==> src/rtl/alu_fpga_ctrl_if.sv <==
// rtl/alu_fpga_ctrl_if.sv - operand/opcode/result bus between the board controller and the ALU
interface alu_fpga_ctrl_if;
    logic [31:0] port_a;
    logic [31:0] port_b;
    logic [3:0]  aluop;
    logic [31:0] alu_out;
    logic        alu_zero;
    logic        alu_neg;
    logic        alu_ovf;

    modport master (
        output port_a, port_b, aluop,
        input  alu_out, alu_zero, alu_neg, alu_ovf
    );

    modport slave (
        input  port_a, port_b, aluop,
        output alu_out, alu_zero, alu_neg, alu_ovf
    );
endinterface

==> src/rtl/alu_fpga_ctrl.sv <==
// rtl/alu_fpga_ctrl.sv - switch/key ALU test harness with debounced keys, FSM and hex display (ALU_FPGA_BLANK_EN: leading-zero blanking)
module alu_fpga_ctrl #(
    parameter int SW_W            = 17,
    parameter int NUM_DIGITS      = 8,
    parameter int DEBOUNCE_CYCLES = 50000,
    parameter int SIGN_EXT        = 0
) (
    input  logic                    CLK,
    input  logic                    nRST,
    input  logic [SW_W:0]           sw,
    input  logic [3:0]              key_n,
    alu_fpga_ctrl_if.master         alu,
    output logic [7*NUM_DIGITS-1:0] hex_n,
    output logic [7:0]              ledr
);
    localparam int CNT_W = $clog2(DEBOUNCE_CYCLES + 1);

    typedef enum logic [2:0] {LOAD_A, LOAD_B, LOAD_OP, EXEC, SHOW} state_t;
    typedef enum logic [1:0] {PG_RESULT, PG_OPA, PG_OPB} page_t;

    logic [3:0]       sync1;
    logic [3:0]       sync2;
    logic [3:0]       level;
    logic [3:0]       press;
    logic [CNT_W-1:0] cnt [4];

    // Accepted levels reset to "pressed" so a key held through reset must be
    // released and pressed again before it produces a pulse.
    always_ff @(posedge CLK or negedge nRST) begin
        if (!nRST) begin
            sync1 <= '0;
            sync2 <= '0;
            level <= '0;
            press <= '0;
            for (int i = 0; i < 4; i++) cnt[i] <= '0;
        end else begin
            sync1 <= key_n;
            sync2 <= sync1;
            press <= '0;
            for (int i = 0; i < 4; i++) begin
                if (sync2[i] == level[i]) begin
                    cnt[i] <= '0;
                end else if (cnt[i] == CNT_W'(DEBOUNCE_CYCLES - 1)) begin
                    cnt[i]   <= '0;
                    level[i] <= sync2[i];
                    press[i] <= level[i];
                end else begin
                    cnt[i] <= cnt[i] + CNT_W'(1);
                end
            end
        end
    end

    logic [31:0] ext;
    logic [3:0]  sw_op;
    logic        unused_sw;

    assign unused_sw = ^sw;

    generate
        if (SIGN_EXT != 0) begin : g_sext
            assign ext = {{(32-SW_W){sw[SW_W-1]}}, sw[SW_W-1:0]};
        end else begin : g_zext
            assign ext = {{(32-SW_W){1'b0}}, sw[SW_W-1:0]};
        end
        if (SW_W >= 3) begin : g_op_direct
            assign sw_op = sw[3:0];
        end else begin : g_op_pad
            assign sw_op = 4'(sw);
        end
    endgenerate

    state_t      state;
    page_t       page;
    logic [31:0] result;
    logic [2:0]  flags;

    always_ff @(posedge CLK or negedge nRST) begin
        if (!nRST) begin
            state      <= LOAD_A;
            page       <= PG_RESULT;
            alu.port_a <= '0;
            alu.port_b <= '0;
            alu.aluop  <= '0;
            result     <= '0;
            flags      <= '0;
        end else begin
            if (press[2]) begin
                case (page)
                    PG_RESULT: page <= PG_OPA;
                    PG_OPA:    page <= PG_OPB;
                    default:   page <= PG_RESULT;
                endcase
            end
            if (press[1]) begin
                state      <= LOAD_A;
                alu.port_a <= '0;
                alu.port_b <= '0;
                alu.aluop  <= '0;
                result     <= '0;
                flags      <= '0;
            end else begin
                case (state)
                    LOAD_A: if (press[0]) begin
                        alu.port_a <= ext;
                        state      <= LOAD_B;
                    end
                    LOAD_B: if (press[0]) begin
                        alu.port_b <= ext;
                        state      <= LOAD_OP;
                    end
                    LOAD_OP: if (press[0]) begin
                        alu.aluop <= sw_op;
                        state     <= EXEC;
                    end
                    EXEC: begin
                        result <= alu.alu_out;
                        flags  <= {alu.alu_neg, alu.alu_ovf, alu.alu_zero};
                        state  <= SHOW;
                    end
                    SHOW: begin
                        if (press[0])      state <= LOAD_A;
                        else if (press[3]) state <= EXEC;
                    end
                    default: state <= LOAD_A;
                endcase
            end
        end
    end

    logic [2:0] state_led;

    always_comb begin
        state_led = 3'b000;
        case (state)
            LOAD_A:  state_led = 3'b001;
            LOAD_B:  state_led = 3'b010;
            LOAD_OP: state_led = 3'b100;
            default: state_led = 3'b000;
        endcase
    end

    assign ledr = {page, state_led, flags};

    function automatic logic [6:0] seg7(input logic [3:0] nib);
        case (nib)
            4'h0: return 7'h40;
            4'h1: return 7'h79;
            4'h2: return 7'h24;
            4'h3: return 7'h30;
            4'h4: return 7'h19;
            4'h5: return 7'h12;
            4'h6: return 7'h02;
            4'h7: return 7'h78;
            4'h8: return 7'h00;
            4'h9: return 7'h10;
            4'hA: return 7'h08;
            4'hB: return 7'h03;
            4'hC: return 7'h27;
            4'hD: return 7'h21;
            4'hE: return 7'h06;
            default: return 7'h0E;
        endcase
    endfunction

    logic [31:0]             word;
    logic [7*NUM_DIGITS-1:0] hex_next;
`ifdef ALU_FPGA_BLANK_EN
    logic [2:0]              top_nib;
`endif

    always_comb begin
        case (page)
            PG_OPA:  word = alu.port_a;
            PG_OPB:  word = alu.port_b;
            default: word = result;
        endcase
    end

    always_comb begin
        hex_next = '0;
`ifdef ALU_FPGA_BLANK_EN
        // Highest nonzero nibble wins; a zero word leaves only digit 0 lit.
        top_nib = 3'd0;
        for (int i = 0; i < 8; i++) begin
            if (word[4*i +: 4] != 4'h0) top_nib = 3'(i);
        end
`endif
        for (int i = 0; i < NUM_DIGITS; i++) begin
            hex_next[7*i +: 7] = seg7(word[4*i +: 4]);
`ifdef ALU_FPGA_BLANK_EN
            if (3'(i) > top_nib) hex_next[7*i +: 7] = 7'h7F;
`endif
        end
    end

    always_ff @(posedge CLK or negedge nRST) begin
        if (!nRST) hex_n <= {NUM_DIGITS{7'h40}};
        else       hex_n <= hex_next;
    end
endmodule
==> src/flat_wrapper.sv <==
// flat-port wrapper written by rule: the top's interface ports become plain ports
module alu_fpga_ctrl_flat 
#(
    parameter int SW_W            = 17,
    parameter int NUM_DIGITS      = 8,
    parameter int DEBOUNCE_CYCLES = 50000,
    parameter int SIGN_EXT        = 0
)
  (CLK, nRST, sw, key_n, hex_n, ledr, alu_port_a, alu_port_b, alu_aluop, alu_alu_out, alu_alu_zero, alu_alu_neg, alu_alu_ovf);
  alu_fpga_ctrl_if alu_i ();
  input  logic CLK;
  input  logic nRST;
  input  logic [SW_W:0] sw;
  input  logic [3:0] key_n;
  output logic [7*NUM_DIGITS-1:0] hex_n;
  output logic [7:0] ledr;
  output wire logic [$bits(alu_i.port_a)-1:0] alu_port_a;
  output wire logic [$bits(alu_i.port_b)-1:0] alu_port_b;
  output wire logic [$bits(alu_i.aluop)-1:0] alu_aluop;
  input wire logic [$bits(alu_i.alu_out)-1:0] alu_alu_out;
  input wire logic [$bits(alu_i.alu_zero)-1:0] alu_alu_zero;
  input wire logic [$bits(alu_i.alu_neg)-1:0] alu_alu_neg;
  input wire logic [$bits(alu_i.alu_ovf)-1:0] alu_alu_ovf;
  assign alu_port_a = alu_i.port_a;
  assign alu_port_b = alu_i.port_b;
  assign alu_aluop = alu_i.aluop;
  assign alu_i.alu_out = alu_alu_out;
  assign alu_i.alu_zero = alu_alu_zero;
  assign alu_i.alu_neg = alu_alu_neg;
  assign alu_i.alu_ovf = alu_alu_ovf;
  alu_fpga_ctrl #(.SW_W(SW_W), .NUM_DIGITS(NUM_DIGITS), .DEBOUNCE_CYCLES(DEBOUNCE_CYCLES), .SIGN_EXT(SIGN_EXT)) u_core (.CLK(CLK), .nRST(nRST), .sw(sw), .key_n(key_n), .alu(alu_i), .hex_n(hex_n), .ledr(ledr));
endmodule
==> config.mk <==
export PLATFORM = sky130hd
export DESIGN_NAME = alu_fpga_ctrl_flat
export DESIGN_NICKNAME = d
export VERILOG_FILES = /design/src/rtl/alu_fpga_ctrl_if.sv /design/src/rtl/alu_fpga_ctrl.sv /design/src/flat_wrapper.sv
export SDC_FILE = /design/constraint.sdc
export NUM_CORES = 1
export LEC_CHECK = 0
export ABC_AREA = 1
export BUFFER_PORTS_ARGS = -buffer_cell sky130_fd_sc_hd__buf_2
export CORE_MARGIN = 3
export CORE_UTILIZATION = 45
export CTS_CLUSTER_SIZE = 14
export DETAILED_ROUTE_END_ITERATION = 16
export GPL_ROUTABILITY_DRIVEN = 0
export PLACE_DENSITY = 0.65
export SYNTH_ARGS = -nofsm -noshare
export SYNTH_HDL_FRONTEND = slang
export SYNTH_SLANG_ARGS = --single-unit
==> constraint.sdc <==
create_clock -name CLK -period 3.9 [get_ports CLK]
set_input_delay 0.585 -clock CLK [delete_from_list [all_inputs] [get_ports CLK]]
set_output_delay 0.585 -clock CLK [all_outputs]
set_load 0.05 [all_outputs]
==> results.yml <==
outcome:
  status: "finished, final reports clean"
logic_synthesis:
  yosysSeqAreaShare_pct: 47.28
  synth.ff_latch_count: 214
  ys.flop_type: "dfrtp_1"
  synth.distinct_cells: 33
  avgSynthCellArea_um2: 7.886
  ys_warn_count: 0
  synth.cell_area_um2: 11350
  netlist_instances: 1439
  async_flop_share_pct: 100.0
  synth-edff-count: 0
critical_path:
  cp.arrival_ns: 3.65
  critical_path.max_stage_delay_ns: 0.89
  cp-start-kind: "register"
  path_cells: "inv_1 -> ha_1 -> inv_2 -> o21ai_1 -> inv_1 -> ha_1 -> inv_1 -> a21oi_1 -> a21o_1"
  cp-end-kind: "register"
  r2r-start: "u_core.page[0]$_DFFE_PN0P_"
  crit_top_cell: "inv_1"
  required_ns: 4.30
  path_class: "register to register"
  crit_fanout: 30
  startpoint: "u_core.page[0]$_DFFE_PN0P_"
  cp_slowest_cell: "ha_1"
pwr:
  power.internal_mw: 3.810
  p_sw_share_pct: 22.43
  ir_drop_mv: 0.3019
  clkPwrFrac_pct: 50.5
  seqPwrFrac_pct: 45.7
  leakage_nw: 6.704
  power_switching_mw: 1.102
  p_comb_share_pct: 3.8
  powerDensity_nw_per_um2: 371.4
floorplan:
  die_area_um2: 27160
  die_h_um: 164.8
  core-area_um2: 24530
  rows: 57
  io_pins: 191
  initial_utilization_pct: 46.26
  dieWidth_um: 164.8
global_route:
  grtUsageTotal_pct: 19.73
  antenna_found_initial: 0
  overflow: 0
  grt_pass1_vias: 8828
  grt_pass1_wl_mm: 43.67
  grt_max_degree: 115
drt:
  wire_per_inst_um: 13.81
  ant_nets: 0
  viasPerCell: 4.877
  vias: 9490
  drt_iter0_drc: 654
  finalWirelength_mm: 26.87
  drc: 0
  first_pass_iters: 5
place:
  dpl-instance-area_um2: 12340
  io_buffer_count: 159
  hpwl_mm: 19.38
clock_tree:
  clk_latency_ns: 0.53
  cts_resized: 0
  clk_path_buf_depth: 3
  cts_max_level: 1
  cts_tree: "built"
  cts_root_buffer: "clkbuf_16"
  cts_made_buffers: 25
  postCtsSetupRepairBufs: 0
  clk_pin_slew_worst_paths_ns: 0.06
  ctsHoldBuffers: 0
  clock-sinks: 214
timing:
  grt_setup_unrepaired: "false"
  fin_crit_ns: 3.249
  hold_viol: 0
  period_share_pct: 83.30
  relSlewSlack_pct: 27.98
  drv_slew: 0
  max_slew.worst_pin.slew_ns: 1.076
  max_freq_ghz: 0.3078
  setup_violations: 0
  setup_tns_ns: 0
  skew_ns: 0.02808
flow_run:
  cap_violations: 0
finish:
  layout_common_cells: "nand2_1, dfrtp_1, inv_1, nor2_1, buf_2"
  diodes: 0
  fillers: 2374
  design_area_um2: 13230
  mostFrequentLayoutCell: "nand2_1"
  final_layout_size_suffix_gt1_share_pct: 15.54
  area_delta_synth_final_pct: 16.54
  nets: 1722
worst_hold_path:
  hp-class: "primary input to asynchronous set/reset pin"
[synthesized netlist by cell type (all sizes together) (6+ instances only)]
master | n | area (um2)
dfrtp | 206 | 5155
ha | 60 | 750.7
nand3 | 125 | 630.6
nand2 | 365 | 1383
inv | 208 | 783.3
nor3 | 21 | 105.1
xor2 | 15 | 131.4
dfstp | 8 | 210.2
a21oi | 31 | 155.2
o21ai | 132 | 701.9
xnor2 | 6 | 52.55
buf | 54 | 380.4
nor2 | 169 | 649.4
nand4 | 14 | 87.58
[area by class of cell]
| class | count | area (um2) | share of cell area (%) |
|---|---|---|---|
| inverters | 208 | 783.3 | 5.922 |
| clock inverters | 14 | 182.7 | 1.381 |
| clock buffers | 32 | 701.9 | 5.307 |
| flip-flops and latches | 214 | 5365 | 40.57 |
| multi-input cells | 988 | 4916 | 37.17 |
| repair buffers | 166 | 870.8 | 6.585 |
| well taps | 324 | 405.4 | 3.065 |
[logic make-up (layout without fill, tap and decap cells)]
family	Yosys count	after routing	synth area share [%]
AO/OA/AOI/OAI	178	178	8.578
buffers and inverters	266	420	10.39
XOR/XNOR	21	21	1.621
other	1	30	0.03304
adder cells (fa/ha/maj)	60	60	6.615
AND/OR/NAND/NOR	699	699	25.49
flip-flops	214	214	47.28
[state kept, by name, indices dropped and copies added (netlist names)]
signal and flops:
u_core.alu.aluop 4, u_core.alu.port_a 17, u_core.alu.port_b 17, u_core.cnt 64, u_core.flags 3, u_core.hex_n 56, u_core.level 4, u_core.page 2
u_core.press 4, u_core.result 32, u_core.state 3, u_core.sync1 4, u_core.sync2 4
[worst max-delay path, delay by kind of cell (launching register included)]
| kind | cells | cell delay [ns] |
|---|---|---|
| adder cells (fa/ha/maj) | 2 | 1.12 |
| flip-flops | 1 | 0.41 |
| buffers and inverters | 4 | 0.82 |
| AO/OA/AOI/OAI | 3 | 0.78 |
[through the flow]
stage,setup slack [ns],utilization (%),power [mW],hold WS (ns),cells
global route,0.3570,53.91,5.082,0.1645,1946
global placement,0.7799,50.30,2.473,0.3340,1900
CTS,0.6227,53.91,4.970,0.1540,1946
finish,0.6512,53.91,4.912,0.1044,1946
floorplan,1.434,-,2.404,0.2894,1468
detailed placement,0.6358,50.30,2.474,0.3355,1900
[worst paths after layout]
check / to / slack (ns) / cells after the start
hold reg to reg: u_core.sync2[2]$_DFF_PN0_ / 0.35 / 0
setup / recovery: u_core.hex_n[31]$_DFF_PN0_ / 0.65 / 9
setup reg to reg: u_core.hex_n[31]$_DFF_PN0_ / 0.65 / 9
min in group CLK: u_core.sync1[2]$_DFF_PN0_ / 0.17 / 1
hold / removal: u_core.hex_n[50]$_DFF_PN0_ / 0.10 / 1
max in group asynchronous: u_core.cnt[22]$_DFF_PN0_ / 2.86 / 2
[layer usage]
layer  track usage [%]  vias to the layer above  share of wire [%]
met2             31.29                      250                 45
li1                  -                     4785                  -
met5                 0                        -                  0
met1             28.26                     4410                 47
met4             4.689                        0                2.2
met3             3.486                       45                6.0
[power groups by stage]
stage          sequential [mW]  combinational [mW]  clock [mW]
3_5_place_dp              2.28               0.191           0
3_3_place_gp              2.28               0.190           0
4_1_cts                   2.24               0.191        2.54
2_1_floorplan             2.28               0.121           0
6_report                  2.24               0.187        2.48
5_1_grt                   2.24               0.211        2.63
No activity file was read; power rests on OpenSTA's default activity.
